`config.mk`:
```
export PLATFORM = sky130hd
export DESIGN_NAME = mul4_fitness_scorer
export DESIGN_NICKNAME = d
export VERILOG_FILES = /design/src/rtl/mul4_pkg.sv /design/src/rtl/mul4_fitness_scorer_mul32.sv /design/src/rtl/mul4_fitness_scorer.sv
export SDC_FILE = /design/constraint.sdc
export NUM_CORES = 1
export LEC_CHECK = 0
export ABC_CLOCK_PERIOD_IN_PS = 10800
export BUFFER_PORTS_ARGS = -buffer_cell sky130_fd_sc_hd__buf_4
export CAP_MARGIN = 20
export CORE_MARGIN = 2
export CORE_UTILIZATION = 61
export DETAILED_ROUTE_END_ITERATION = 8
export PLACE_DENSITY = 0.81
export SYNTH_ARGS = -nofsm -noshare
export SYNTH_HDL_FRONTEND = slang
export SYNTH_HIERARCHICAL = 1
export SYNTH_SLANG_ARGS = --single-unit
```
`constraint.sdc`:
```
create_clock -name clk -period 10.8 [get_ports clk]
set_input_delay 1.62 -clock clk [delete_from_list [all_inputs] [get_ports clk]]
set_output_delay 1.62 -clock clk [all_outputs]
set_load 0.01 [all_outputs]
```
`src/rtl/mul4_pkg.sv`:
```
// rtl/mul4_pkg.sv - shared types and constants for the mul4 fitness scorer
package mul4_pkg;

    typedef enum logic [2:0] {
        ST_IDLE,
        ST_GEN,
        ST_MUL,
        ST_CMP,
        ST_DONE
    } state_t;

    localparam int                LFSR_W      = 64;
    localparam logic [LFSR_W-1:0] LFSR_MASK   = 64'hD800_0000_0000_0000;
    localparam int                MUL_CYCLES  = 32;
    localparam int                VEC_BITS    = 64;
    localparam int                NUM_CORNERS = 4;

    // Corner vectors packed as {a[31:0], b[31:0]}
    localparam logic [63:0] CORNER_0 = 64'h0000_0000_0000_0000;
    localparam logic [63:0] CORNER_1 = 64'hFFFF_FFFF_FFFF_FFFF;
    localparam logic [63:0] CORNER_2 = 64'hFFFF_FFFF_0000_0001;
    localparam logic [63:0] CORNER_3 = 64'h8000_0000_0000_0002;

    function automatic logic [LFSR_W-1:0] lfsr_step(input logic [LFSR_W-1:0] s);
        return s[0] ? ((s >> 1) ^ LFSR_MASK) : (s >> 1);
    endfunction

    function automatic logic [63:0] corner_vec(input int idx);
        case (idx)
            0:       return CORNER_0;
            1:       return CORNER_1;
            2:       return CORNER_2;
            default: return CORNER_3;
        endcase
    endfunction

endpackage

```
`src/rtl/mul4_fitness_scorer_mul32.sv`:
```
// rtl/mul4_fitness_scorer_mul32.sv - 32x32 shift-add golden multiplier, one bit per cycle
module mul32_shift_add
    import mul4_pkg::*;
(
    input  logic        clk,
    input  logic        rst_n,
    input  logic        load,
    input  logic [31:0] a,
    input  logic [31:0] b,
    output logic        valid,
    output logic [63:0] product
);

    logic [63:0] mcand_q;
    logic [31:0] mplier_q;
    logic [4:0]  cnt_q;
    logic        run_q;

    always_ff @(posedge clk or negedge rst_n) begin
        if (!rst_n) begin
            product  <= '0;
            mcand_q  <= '0;
            mplier_q <= '0;
            cnt_q    <= '0;
            run_q    <= 1'b0;
            valid    <= 1'b0;
        end else begin
            valid <= 1'b0;
            if (load) begin
                product  <= '0;
                mcand_q  <= {32'h0, a};
                mplier_q <= b;
                cnt_q    <= '0;
                run_q    <= 1'b1;
            end else if (run_q) begin
                if (mplier_q[0]) begin
                    product <= product + mcand_q;
                end
                mcand_q  <= mcand_q << 1;
                mplier_q <= mplier_q >> 1;
                cnt_q    <= cnt_q + 5'd1;
                if (cnt_q == 5'(MUL_CYCLES - 1)) begin
                    run_q <= 1'b0;
                    valid <= 1'b1;
                end
            end
        end
    end

endmodule

```
`src/rtl/mul4_fitness_scorer.sv`:
```
// rtl/mul4_fitness_scorer.sv - candidate multiplier fitness scorer; MUL4_SCORER_CORNER_EN adds corner preamble
module mul4_fitness_scorer
    import mul4_pkg::*;
#(
    parameter int          NUM_VECTORS = 256,
    parameter int          SCORE_W     = 15,
    parameter logic [63:0] LFSR_SEED   = 64'h1
) (
    input  logic                                 clk,
    input  logic                                 rst_n,
    input  logic                                 start,
    output logic [15:0]                          a1,
    output logic [15:0]                          a0,
    output logic [15:0]                          b1,
    output logic [15:0]                          b0,
    input  logic [15:0]                          y3,
    input  logic [15:0]                          y2,
    input  logic [15:0]                          y1,
    input  logic [15:0]                          y0,
    output logic                                 busy,
    output logic                                 done,
    output logic [SCORE_W-1:0]                   score,
    output logic [$clog2(NUM_VECTORS+1)-1:0]     vec_count,
    output logic                                 perfect
);

    localparam int                 VC_W          = $clog2(NUM_VECTORS + 1);
    localparam logic [63:0]        SEED_EFF      = (LFSR_SEED == 64'h0) ? 64'h1 : LFSR_SEED;
    localparam logic [VC_W:0]      LAST_COUNT    = (VC_W + 1)'(NUM_VECTORS);
    localparam logic [SCORE_W-1:0] PERFECT_SCORE = SCORE_W'(VEC_BITS * NUM_VECTORS);

    state_t             state_q, state_d;
    logic [63:0]        lfsr_q;
    logic [63:0]        lfsr_next;
    logic [63:0]        vec_next;
    logic               lfsr_adv;
    logic [4:0]         mul_cnt_q;
    logic [63:0]        golden;
    logic               mul_valid;
    logic [63:0]        y_word;
    logic [6:0]         match_bits;
    logic [SCORE_W-1:0] score_next;
    logic [VC_W:0]      vc_inc;
    logic               last_vec;
    logic               gen_load;

    assign lfsr_next = lfsr_step(lfsr_q);

`ifdef MUL4_SCORER_CORNER_EN
    logic use_corner;
    // The first vectors come from the fixed table and leave the LFSR untouched
    assign use_corner = (32'(vec_count) < NUM_CORNERS);
    assign vec_next   = use_corner ? corner_vec(32'(vec_count)) : lfsr_next;
    assign lfsr_adv   = !use_corner;
`else
    assign vec_next   = lfsr_next;
    assign lfsr_adv   = 1'b1;
`endif

    assign gen_load = (state_q == ST_GEN);

    mul32_shift_add u_mul (
        .clk     (clk),
        .rst_n   (rst_n),
        .load    (gen_load),
        .a       (vec_next[63:32]),
        .b       (vec_next[31:0]),
        .valid   (mul_valid),
        .product (golden)
    );

    assign y_word = {y3, y2, y1, y0};

    always_comb begin
        match_bits = '0;
        for (int i = 0; i < VEC_BITS; i++) begin
            match_bits = match_bits + 7'(~(y_word[i] ^ golden[i]));
        end
    end

    assign score_next = score + SCORE_W'(match_bits);
    assign vc_inc     = {1'b0, vec_count} + (VC_W + 1)'(1);
    assign last_vec   = (vc_inc == LAST_COUNT);

    always_ff @(posedge clk or negedge rst_n) begin
        if (!rst_n) begin
            state_q <= ST_IDLE;
        end else begin
            state_q <= state_d;
        end
    end

    always_comb begin
        state_d = state_q;
        busy    = 1'b0;
        done    = 1'b0;
        case (state_q)
            ST_IDLE: begin
                if (start) state_d = ST_GEN;
            end
            ST_GEN: begin
                busy    = 1'b1;
                state_d = ST_MUL;
            end
            ST_MUL: begin
                busy = 1'b1;
                if (mul_cnt_q == 5'(MUL_CYCLES - 1)) state_d = ST_CMP;
            end
            ST_CMP: begin
                busy    = 1'b1;
                state_d = last_vec ? ST_DONE : ST_GEN;
            end
            ST_DONE: begin
                done    = 1'b1;
                state_d = ST_IDLE;
            end
            default: state_d = ST_IDLE;
        endcase
    end

    always_ff @(posedge clk or negedge rst_n) begin
        if (!rst_n) begin
            lfsr_q         <= SEED_EFF;
            {a1, a0, b1, b0} <= '0;
            mul_cnt_q      <= '0;
            score          <= '0;
            vec_count      <= '0;
            perfect        <= 1'b0;
        end else begin
            case (state_q)
                ST_IDLE: begin
                    if (start) begin
                        lfsr_q    <= SEED_EFF;
                        score     <= '0;
                        vec_count <= '0;
                        perfect   <= 1'b0;
                    end
                end
                ST_GEN: begin
                    if (lfsr_adv) lfsr_q <= lfsr_next;
                    {a1, a0, b1, b0} <= vec_next;
                    mul_cnt_q        <= '0;
                end
                ST_MUL: begin
                    mul_cnt_q <= mul_cnt_q + 5'd1;
                end
                ST_CMP: begin
                    if (mul_valid) begin
                        score     <= score_next;
                        vec_count <= vc_inc[VC_W-1:0];
                        // Registered on the way into DONE so it is valid in the done cycle
                        if (last_vec) perfect <= (score_next == PERFECT_SCORE);
                    end
                end
                default: ;
            endcase
        end
    end

endmodule

```
Yosys cells after proc, flatten, opt, wreduce, memory -nomap -nowiden
Index checks and enable logic that the tools add are counted.
{ "word_totals": {"register_bits": 328, "wordCells": 272, "inputBits": 67, "ramBits": 0, "mem_count": 0, "out_inout_bits": 91, "mem_bits_ro": 0, "latch_bits": 0} }
{ "classes": {"mul": 0, "n_mux": 35, "bitwise_logic": 129, "shift": 0, "eq_ne": 12, "reduce_logical": 12, "addsub": 68, "order_cmp": 0, "n_div": 0} }
{ "op_table": {"columns": ["cell", "count"], "rows": [
  ["$mux 64", 7],
  ["$not 1->7", 64],
  ["$add 7x7->7", 63],
  ["$pmux 64 s2", 1],
  ["$add 64x64->64", 1],
  ["$mux 32", 2],
  ["$xor 1x1->1", 64],
  ["$mux 15", 2],
  ["$pmux 15 s2", 1],
  ["$mux 9", 2],
  ["$pmux 9 s2", 1],
  ["$add 15x7->15", 1],
  ["$eq 15x15->1 const B", 1],
  ["$pmux 3 s4", 1],
  ["$mux 1", 11],
  ["$add 5x1->5 const B", 2],
  ["$add 9x1->10 const B", 1],
  ["$eq 10x9->1 const B", 1],
  ["$eq 5x5->1 const B", 2],
  ["$mux 5", 2],
  ["$pmux 5 s2", 1],
  ["$reduce_bool 2->1", 5],
  ["$mux 3", 3],
  ["$eq 3x2->1 const B", 2],
  ["11 further kinds", 15]
]} }

Depth between registers and ports, before layout
Gate-level depths: netlist (run 1).
{ "logic_depth": {"word_depth": 70, "depth_mapped": 31, "ltp_nobuf": 30} }

By module
The synthesis (run 1) kept the hierarchy.
{ "modules_own_cells": {"columns": ["module", "area_each_um2", "cells_per_inst", "instances", "seq_area_each_um2"], "rows": [
  ["mul32_shift_add", 11177.0, 1274, 1, 4179.0],
  ["mul4_fitness_scorer", 8852.2, 724, 1, 4030.1]
]} }

Worst setup path after synthesis (run 1)
Ideal clock, no wire load.
{ "synth_timing": {"path_type": "input-to-reg", "start": "in y2[13]", "end": "reg perfect", "cell_stages": 27, "setup_slack_ns": 1.661, "t_arrival_ns": 9.047, "setup_time_ns": 0.092, "n_path_buf": 1, "required_ns": 10.708, "cell_sequence": "xor2_1 > fa_1 > inv_1 > fa_1 > inv_1 > fa_1 > fa_1 > fa_1 > fa_1 > fa_1 > fa_1 > inv_1 > ha_1 > fa_1 > a21oi_1 > nor2_1 > nor2_1 > nor2b_1 > o21ai_0 > nand2b_1 > ha_1 > buf_2 > or4_1 > a21oi_1 > nand4_1 > or4_4 > o31ai_2"} }
{ "synth_between": {"elab_chain_len": 26} }
{ "synth_rtl": {"columns": ["item", "line", "rtl"], "rows": [
  ["start, declared", "mul4_fitness_scorer.sv:17", "input logic [15:0] y2,"],
  ["$xor 1x1->1", "mul4_fitness_scorer.sv:77", "match_bits = match_bits + 7'(~(y_word[i] ^ golden[i]));"],
  ["$not 1->7", "mul4_fitness_scorer.sv:77", null],
  ["$add 7x7->7 (19 in a row)", "mul4_fitness_scorer.sv:77", null],
  ["$add 15x7->15", "mul4_fitness_scorer.sv:81", "assign score_next = score + SCORE_W'(match_bits);"],
  ["$eq 15x15->1", "mul4_fitness_scorer.sv:152", "if (last_vec) perfect <= (score_next == PERFECT_SCORE);"],
  ["$mux 1", "mul4_fitness_scorer.sv:152", null],
  ["$mux 1", "mul4_fitness_scorer.sv:148", "if (mul_valid) begin"],
  ["$pmux 1 s2", "mul4_fitness_scorer.sv:130", "case (state_q)"],
  ["end signal, assigned", "mul4_fitness_scorer.sv:152", null],
  ["end, declared", "mul4_fitness_scorer.sv:24", "output logic perfect"]
]} }
No other way between the ends. The select of a mux whose other input is x is not followed.
A chain may end at the register's enable or synchronous reset.

Worst setup path in the final report (run 1)
Ends and elaborated chain as after synthesis.

==> flow_summary.json, run 1 <==
{
  "dieWidth_um": 185,
  "drc": 0,
  "setup_viol": 0,
  "syn_area_um2": 20000,
  "io_pins": 158,
  "worst_setup_path_start_kind": "input port",
  "p_leak_nw": 11.5,
  "worst_hold_path_type": "reg2reg",
  "htreeDepth": 2,
  "area_growth_pct": 12.4,
  "gp_congestion": 0.972,
  "timing.fmax_mhz": 109,
  "maxCapViolations": 0,
  "seq_area_frac_synth": 0.410,
  "grt_setup_unrepaired": "false",
  "die_y_um": 185,
  "final_cells": 2557,
  "drtIter0Drc": 1168,
  "path_max_fanout": 9,
  "fin_crit_sh": 0.850,
  "cpMostUsedCell": "fa_1",
  "cts_setup_buffers": 0,
  "core_um2": 32500,
  "placementRows": 66,
  "drtPass1Iterations": 5,
  "synth.top_cell.area_share": 0.409,
  "grt_pass1_vias": 15000,
  "clkSlewWorstSetupHoldPaths_ns": 0.06,
  "async_reset_ff_frac": 1.00,
  "fin_skew_ns": 0.0201,
  "cts.hold.buffers_added": 0,
  "synth_nets": 2213,
  "fillers": 2466,
  "grt_usage": 0.290,
  "clock_sinks": 328,
  "ys_types": 87,
  "yosys_register_bits": 328,
  "synth_ff_type": "dfrtp_1",
  "antenna_found_initial": 1,
  "nets": 2305,
  "cts_resized": 0,
  "crit_type": "in2reg",
  "startpoint": "y2[13]",
  "post_drt_via_cell_ratio": 6.09,
  "tightest_slew_ns": 1.11,
  "synthTopCellsByCount": "dfrtp_1 (327), nand2_1 (220), o21ai_0 (155)",
  "drive_gt1_frac": 0.154,
  "cts_max_path_buffers": 3,
  "worstHoldStart": "a1[0]$_DFFE_PN0P_",
  "grt_pass1_wl_um": 78900,
  "syn_inst": 1998,
  "cts_made_buffers": 37,
  "power_w": 0.00657,
  "multiInputGateArea_um2": 11000,
  "synth_most_common_cell": "dfrtp_1",
  "synth_top_area_cell": "dfrtp_1",
  "maxSlewViolCount": 0,
  "grt_max_degree": 161,
  "routed_wl_um": 49100,
  "clkLatencyLatePin_ns": 0.53,
  "port_buffers": 157,
  "avgSynthCellArea_um2": 10.0,
  "ant_nets": 0,
  "slew_headroom": 0.241,
  "cts_root_buf": "clkbuf_16",
  "synth_edf_count": 0,
  "die_area_um2": 34300,
  "synth_warnings": 6,
  "vias": 15600,
  "vdd_ir_drop_max_mv": 0.841,
  "placed_cells_incl_taps": 2492,
  "synth_area_leaders": "dfrtp_1 (41%), ha_1 (5.7%), fa_1 (5.6%)",
  "rr_startpoint": "u_mul/product[15]$_DFFE_PN0P_",
  "slowest_delay_ns": 0.56,
  "worstPathArrival_ns": 9.61,
  "wl_per_cell_um": 19.2,
  "seqCellArea_um2": 8210,
  "required_ns": 11.23,
  "cp-end-kind": "flop",
  "finalHoldViolCount": 0,
  "cts_tree": "done",
  "pwr_density_cell_nw_per_um2": 292,
  "crit_slowest_cell": "fa_1",
  "antenna_cells": 0,
  "grt-ovfl-total": 0,
  "place_hpwl_um": 34900,
  "tns_ns": 0,
  "outcome": "finished, final reports clean",
  "start_util": 0.617,
  "fin_crit_ns": 9.18
}
-- metrics by stage --
step,instance area (um^2),util,worst slack [ns],hold slack [ns]
2_1_floorplan,20000,-,1.66,0.485
3_3_place_gp,21300,0.657,1.29,0.493
3_5_place_dp,21300,0.657,1.09,0.498
4_1_cts,22500,0.693,1.64,0.513
5_1_grt,22500,0.694,1.19,0.520
6_report,22500,0.694,1.62,0.510
-- final timing paths --
kind / cells after the start / end / slack (ns)
setup reg to reg: 27 / perfect$_DFFE_PN0P_ / 2.28
min in group asynchronous: 1 / vec_count[4]$_DFFE_PN0P_ / 1.07
setup / recovery: 29 / perfect$_DFFE_PN0P_ / 1.62
hold reg to reg: 1 / a1[0]$_DFFE_PN0P_ / 0.51
max in group asynchronous: 2 / u_mul/run_q$_DFF_PN0_ / 8.37
hold / removal: 1 / a1[0]$_DFFE_PN0P_ / 0.51
-- sequential cells by signal (all words and copies together) (netlist names), 5 cells and up --
signal,flops
lfsr_q,64
mul_cnt_q,5
b1,16
b0,16
u_mul/mplier_q,32
u_mul/mcand_q,64
u_mul/product,64
score,15
u_mul/cnt_q,5
vec_count,9
a0,16
a1,16
-- cell type report --
class | count | share of cell area
repair buffers | 172 | 0.0591
flip-flops and latches | 328 | 0.365
clock inverters | 10 | 0.00445
multi-input cells | 1482 | 0.489
inverters | 69 | 0.0115
clock buffers | 54 | 0.0466
well taps | 442 | 0.0246
-- power breakdown --
part	switching [W]	leakage [nW]	internal, W
registers	0.000101	4.53	0.00132
clock network	0.000501	0.565	0.000701
logic	0.00233	6.37	0.00162
-- logic make-up (layout without fill, tap and decap cells) --
group | count (synthesis) | in the layout | synth area share
AO/OA/AOI/OAI | 531 | 531 | 0.175
adder cells (fa/ha/maj) | 148 | 148 | 0.113
XOR/XNOR | 118 | 118 | 0.0516
AND/OR/NAND/NOR | 520 | 520 | 0.121
buffers and inverters | 188 | 305 | 0.0419
flip-flops | 328 | 328 | 0.410
multiplexers | 165 | 165 | 0.0866
-- critical path, delay by kind of cell --
family                   cells  cell delay, ns
AND/OR/NAND/NOR              7            1.18
AO/OA/AOI/OAI                6            1.11
adder cells (fa/ha/maj)     11            5.24
buffers and inverters        4            0.29
XOR/XNOR                     1            0.15
-- cells in the final DEF, fill, tap and decap left out, drive strengths merged, types with 64 or more instances in the layout --
| master | count |
|---|---|
| dfrtp | 327 |
| nand2 | 220 |
| buf | 172 |
| o21ai | 161 |
| a21oi | 124 |
| nor2 | 104 |
| mux2i | 98 |
| ha | 92 |
| inv | 72 |
| a22o | 71 |
| mux2 | 67 |
| xnor2 | 64 |
-- routing by layer --
layer  vias up  global-route usage  wire length [um]
li1       7298                   -                 -
met1      7585               0.409             21300
met2       604               0.444             22200
met3        84              0.0726              4290
met4         2              0.0857              1310
met5         -                   0                12
(Power assumes the default switching activity.)
==> run 2: changes to the inputs <==
--- a/config.mk
+++ b/config.mk
@@ -5,13 +5,13 @@
 export SDC_FILE = /design/constraint.sdc
 export NUM_CORES = 1
 export LEC_CHECK = 0
-export ABC_CLOCK_PERIOD_IN_PS = 10800
+export ABC_CLOCK_PERIOD_IN_PS = 7900
 export BUFFER_PORTS_ARGS = -buffer_cell sky130_fd_sc_hd__buf_4
 export CAP_MARGIN = 20
 export CORE_MARGIN = 2
-export CORE_UTILIZATION = 61
+export CORE_UTILIZATION = 55
 export DETAILED_ROUTE_END_ITERATION = 8
-export PLACE_DENSITY = 0.81
+export PLACE_DENSITY = 0.77
 export SYNTH_ARGS = -nofsm -noshare
 export SYNTH_HDL_FRONTEND = slang
 export SYNTH_HIERARCHICAL = 1
==> constraint.sdc (replaced) <==
create_clock -name clk -period 7.9 [get_ports clk]
set_input_delay 1.185 -clock clk [delete_from_list [all_inputs] [get_ports clk]]
set_output_delay 1.185 -clock clk [all_outputs]
set_load 0.01 [all_outputs]
==> run 2 against run 1 <==
Against the previous run:
- the run now ends with negative setup slack left
- routed wire length is 6.6% higher
- cell count increased by 2.5%
- first-iteration DRC count down 13%
- sequential power grew 37%
- final area up 3.5%
- clock-buffer cell count down 8
- die area rose by 11%
- register-to-register slack worse by 2.3 ns
- highest routed layer is now met4
- largest power group unchanged
- setup slack lost 1.9 ns
- critical path depth is 2 lower
- global-route usage is 1.5 points lower
==> flow_summary.json, run 2 (synthesized netlist as in run 1, its figures left out) <==
{
  "outcome": "complete, but fails checks",
  "violations": "negative setup slack",
  "grt_max_degree": 218,
  "clkSlewWorstSetupHoldPaths_ns": 0.06,
  "die_area_um2": 38000,
  "fin_crit_sh": 1.03,
  "p_leak_nw": 11.8,
  "fin_skew_ns": 0.0296,
  "maxCapViolations": 0,
  "wl_per_cell_um": 20.0,
  "p_sw_w": 0.00463,
  "combPwrFrac": 0.662,
  "tightest_slew_ns": 1.08,
  "cts_made_buffers": 38,
  "setup_ws_ns": -0.241,
  "post_drt_via_cell_ratio": 6.03,
  "grt-ovfl-total": 0,
  "place_hpwl_um": 36800,
  "start_util": 0.560,
  "crit_type": "in2reg",
  "top_regs": "lfsr_q: 64 flops, u_mul/mcand_q: 64 flops, u_mul/product: 64 flops",
  "grt_setup_unrepaired": "true",
  "required_ns": 8.35,
  "clock_sinks": 328,
  "worstHoldStart": "b0[3]$_DFFE_PN0P_",
  "grt_usage": 0.275,
  "drtPass1Iterations": 5,
  "vdd_ir_drop_max_mv": 1.30,
  "routed_wl_um": 52400,
  "layout_common_cells": "dfrtp_1 (326), nand2_1 (218), buf_4 (203)",
  "core_um2": 35700,
  "whs_path_depth": 1,
  "htreeDepth": 2,
  "power_w": 0.0113,
  "rr_endpoint": "perfect$_DFFE_PN0P_",
  "antenna_found_initial": 1,
  "worstPathArrival_ns": 8.59,
  "final_cells": 2620,
  "cts.hold.buffers_added": 0,
  "maxSlewViolCount": 0,
  "finalHoldViolCount": 0,
  "pwr_density_cell_nw_per_um2": 483,
  "dieWidth_um": 195,
  "p_int_w": 0.00662,
  "placementRows": 69,
  "drc": 0,
  "cp-end-kind": "flop",
  "port_buffers": 157,
  "cts_max_path_buffers": 3,
  "worst_setup_path_start_kind": "input port",
  "r2r_slack_ns": -0.01,
  "grt_pass1_wl_um": 83900,
  "cts_tree": "done",
  "path_max_fanout": 8,
  "worst_hold_path_type": "reg2reg",
  "final_common_cell": "dfrtp_1",
  "clkLatencyLatePin_ns": 0.56,
  "drtIter0Drc": 1012,
  "power.share.clock": 0.166,
  "rr_startpoint": "u_mul/product[7]$_DFFE_PN0P_",
  "worst_r2r_path_depth": 26,
  "io_pins": 158,
  "vias": 15800,
  "slew_headroom": 0.259,
  "cts_root_buf": "clkbuf_16",
  "ant_nets": 0,
  "worstHoldEndpoint": "b0[3]$_DFFE_PN0P_",
  "die_y_um": 195,
  "p_seq_frac": 0.173,
  "fin_crit_ns": 8.14,
  "timing.fmax_mhz": 123,
  "gp_congestion": 0.947,
  "nets": 2347,
  "area_growth_pct": 16.3,
  "p_sw_frac": 0.412,
  "placed_cells_incl_taps": 2545,
  "dp_slack_ns": -0.939,
  "utilization": 0.652,
  "grt_pass1_vias": 15500,
  "drive_gt1_frac": 0.193,
  "setup_viol": 2
}
run 2: cell types whose count changed in the layout (fill, tap and decap cells not counted), moves of 5 or more:
cell       previous run  this run
xnor2_1              64        50
buf_6                 0         6
clkbuf_1             11         4
buf_4               169       203
bufinv_16             1         6
fa_2                  0        10
fa_1                 56        46
o21ai_0             155       147
o21ai_1               4        11
xnor2_2               0        12
run 2: power by group through the flow:
stage               logic [W]  clock network (W)  registers, W
finish                0.00745            0.00186       0.00195
global route          0.00828            0.00195       0.00196
CTS                   0.00710            0.00189       0.00195
detailed placement    0.00680                  0       0.00197
global placement      0.00656                  0       0.00197
floorplan             0.00434                  0       0.00191
run 2: worst max path at each step:
stage                     startpoint                   to  slack (ns)  depth (start not counted)
final                          y0[7]  perfect$_DFFE_PN0P_       -0.24                         27
after global routing          y2[11]  perfect$_DFFE_PN0P_       -0.45                         28
after CTS                      y2[9]  perfect$_DFFE_PN0P_       -0.25                         29
after detailed placement       y3[9]  perfect$_DFFE_PN0P_       -0.94                         28
after global placement         y3[9]  perfect$_DFFE_PN0P_       -0.81                         28
after floorplan               y2[13]  perfect$_DFFE_PN0P_       -0.33                         28
run 2: metal layers:
layer / global-route usage / share of wire / wire (um)
met5: 0 / 0 / 0
met2: 0.428 / 0.46 / 23900
met3: 0.0467 / 0.058 / 3060
met1: 0.387 / 0.45 / 23300
met4: 0.109 / 0.040 / 2110
run 2: timing repair:
item                                    CTS  global route
pin swaps                                29            20
resized for setup                        19            30
endpoints found under the setup margin    5             9
setup buffers                             3             4
run 2: final cells by class:
class | count | area, um^2
fillers | 2885 | 12500
multi-input cells | 1482 | 11200
flip-flops and latches | 328 | 8210
repair buffers | 213 | 1670
clock buffers | 46 | 1020
well taps | 461 | 577
clock inverters | 20 | 304
inverters | 69 | 259
diodes | 1 | 2.50
run 2: per-stage QoR:
stage / hold WS, ns / TNS [ns] / area, um^2
floorplan: 0.485 / -0.331 / 20100
global placement: 0.493 / -4.13 / 21700
detailed placement: 0.497 / -5.65 / 21700
CTS: 0.511 / -0.254 / 23100
global route: 0.523 / -1.22 / 23300
finish: 0.508 / -0.265 / 23300
run 2: critical path, cell delays in order:
cell      delay [ns]
buf_4           0.13
xor2_2          0.19
fa_1            0.48
fa_2            0.65
fa_2            0.49
fa_1            0.52
fa_1            0.57
fa_1            0.43
fa_1            0.46
fa_1            0.49
inv_1           0.04
ha_2            0.19
fa_2            0.37
a21oi_2         0.12
nor2_1          0.06
nor2_2          0.13
nor2b_1         0.06
o21ai_1         0.12
nand2b_1        0.11
ha_4            0.29
buf_4           0.14
o21a_1          0.18
o31a_2          0.15
nor3b_2         0.18
a31oi_1         0.07
or4_4           0.55
o31ai_2         0.22
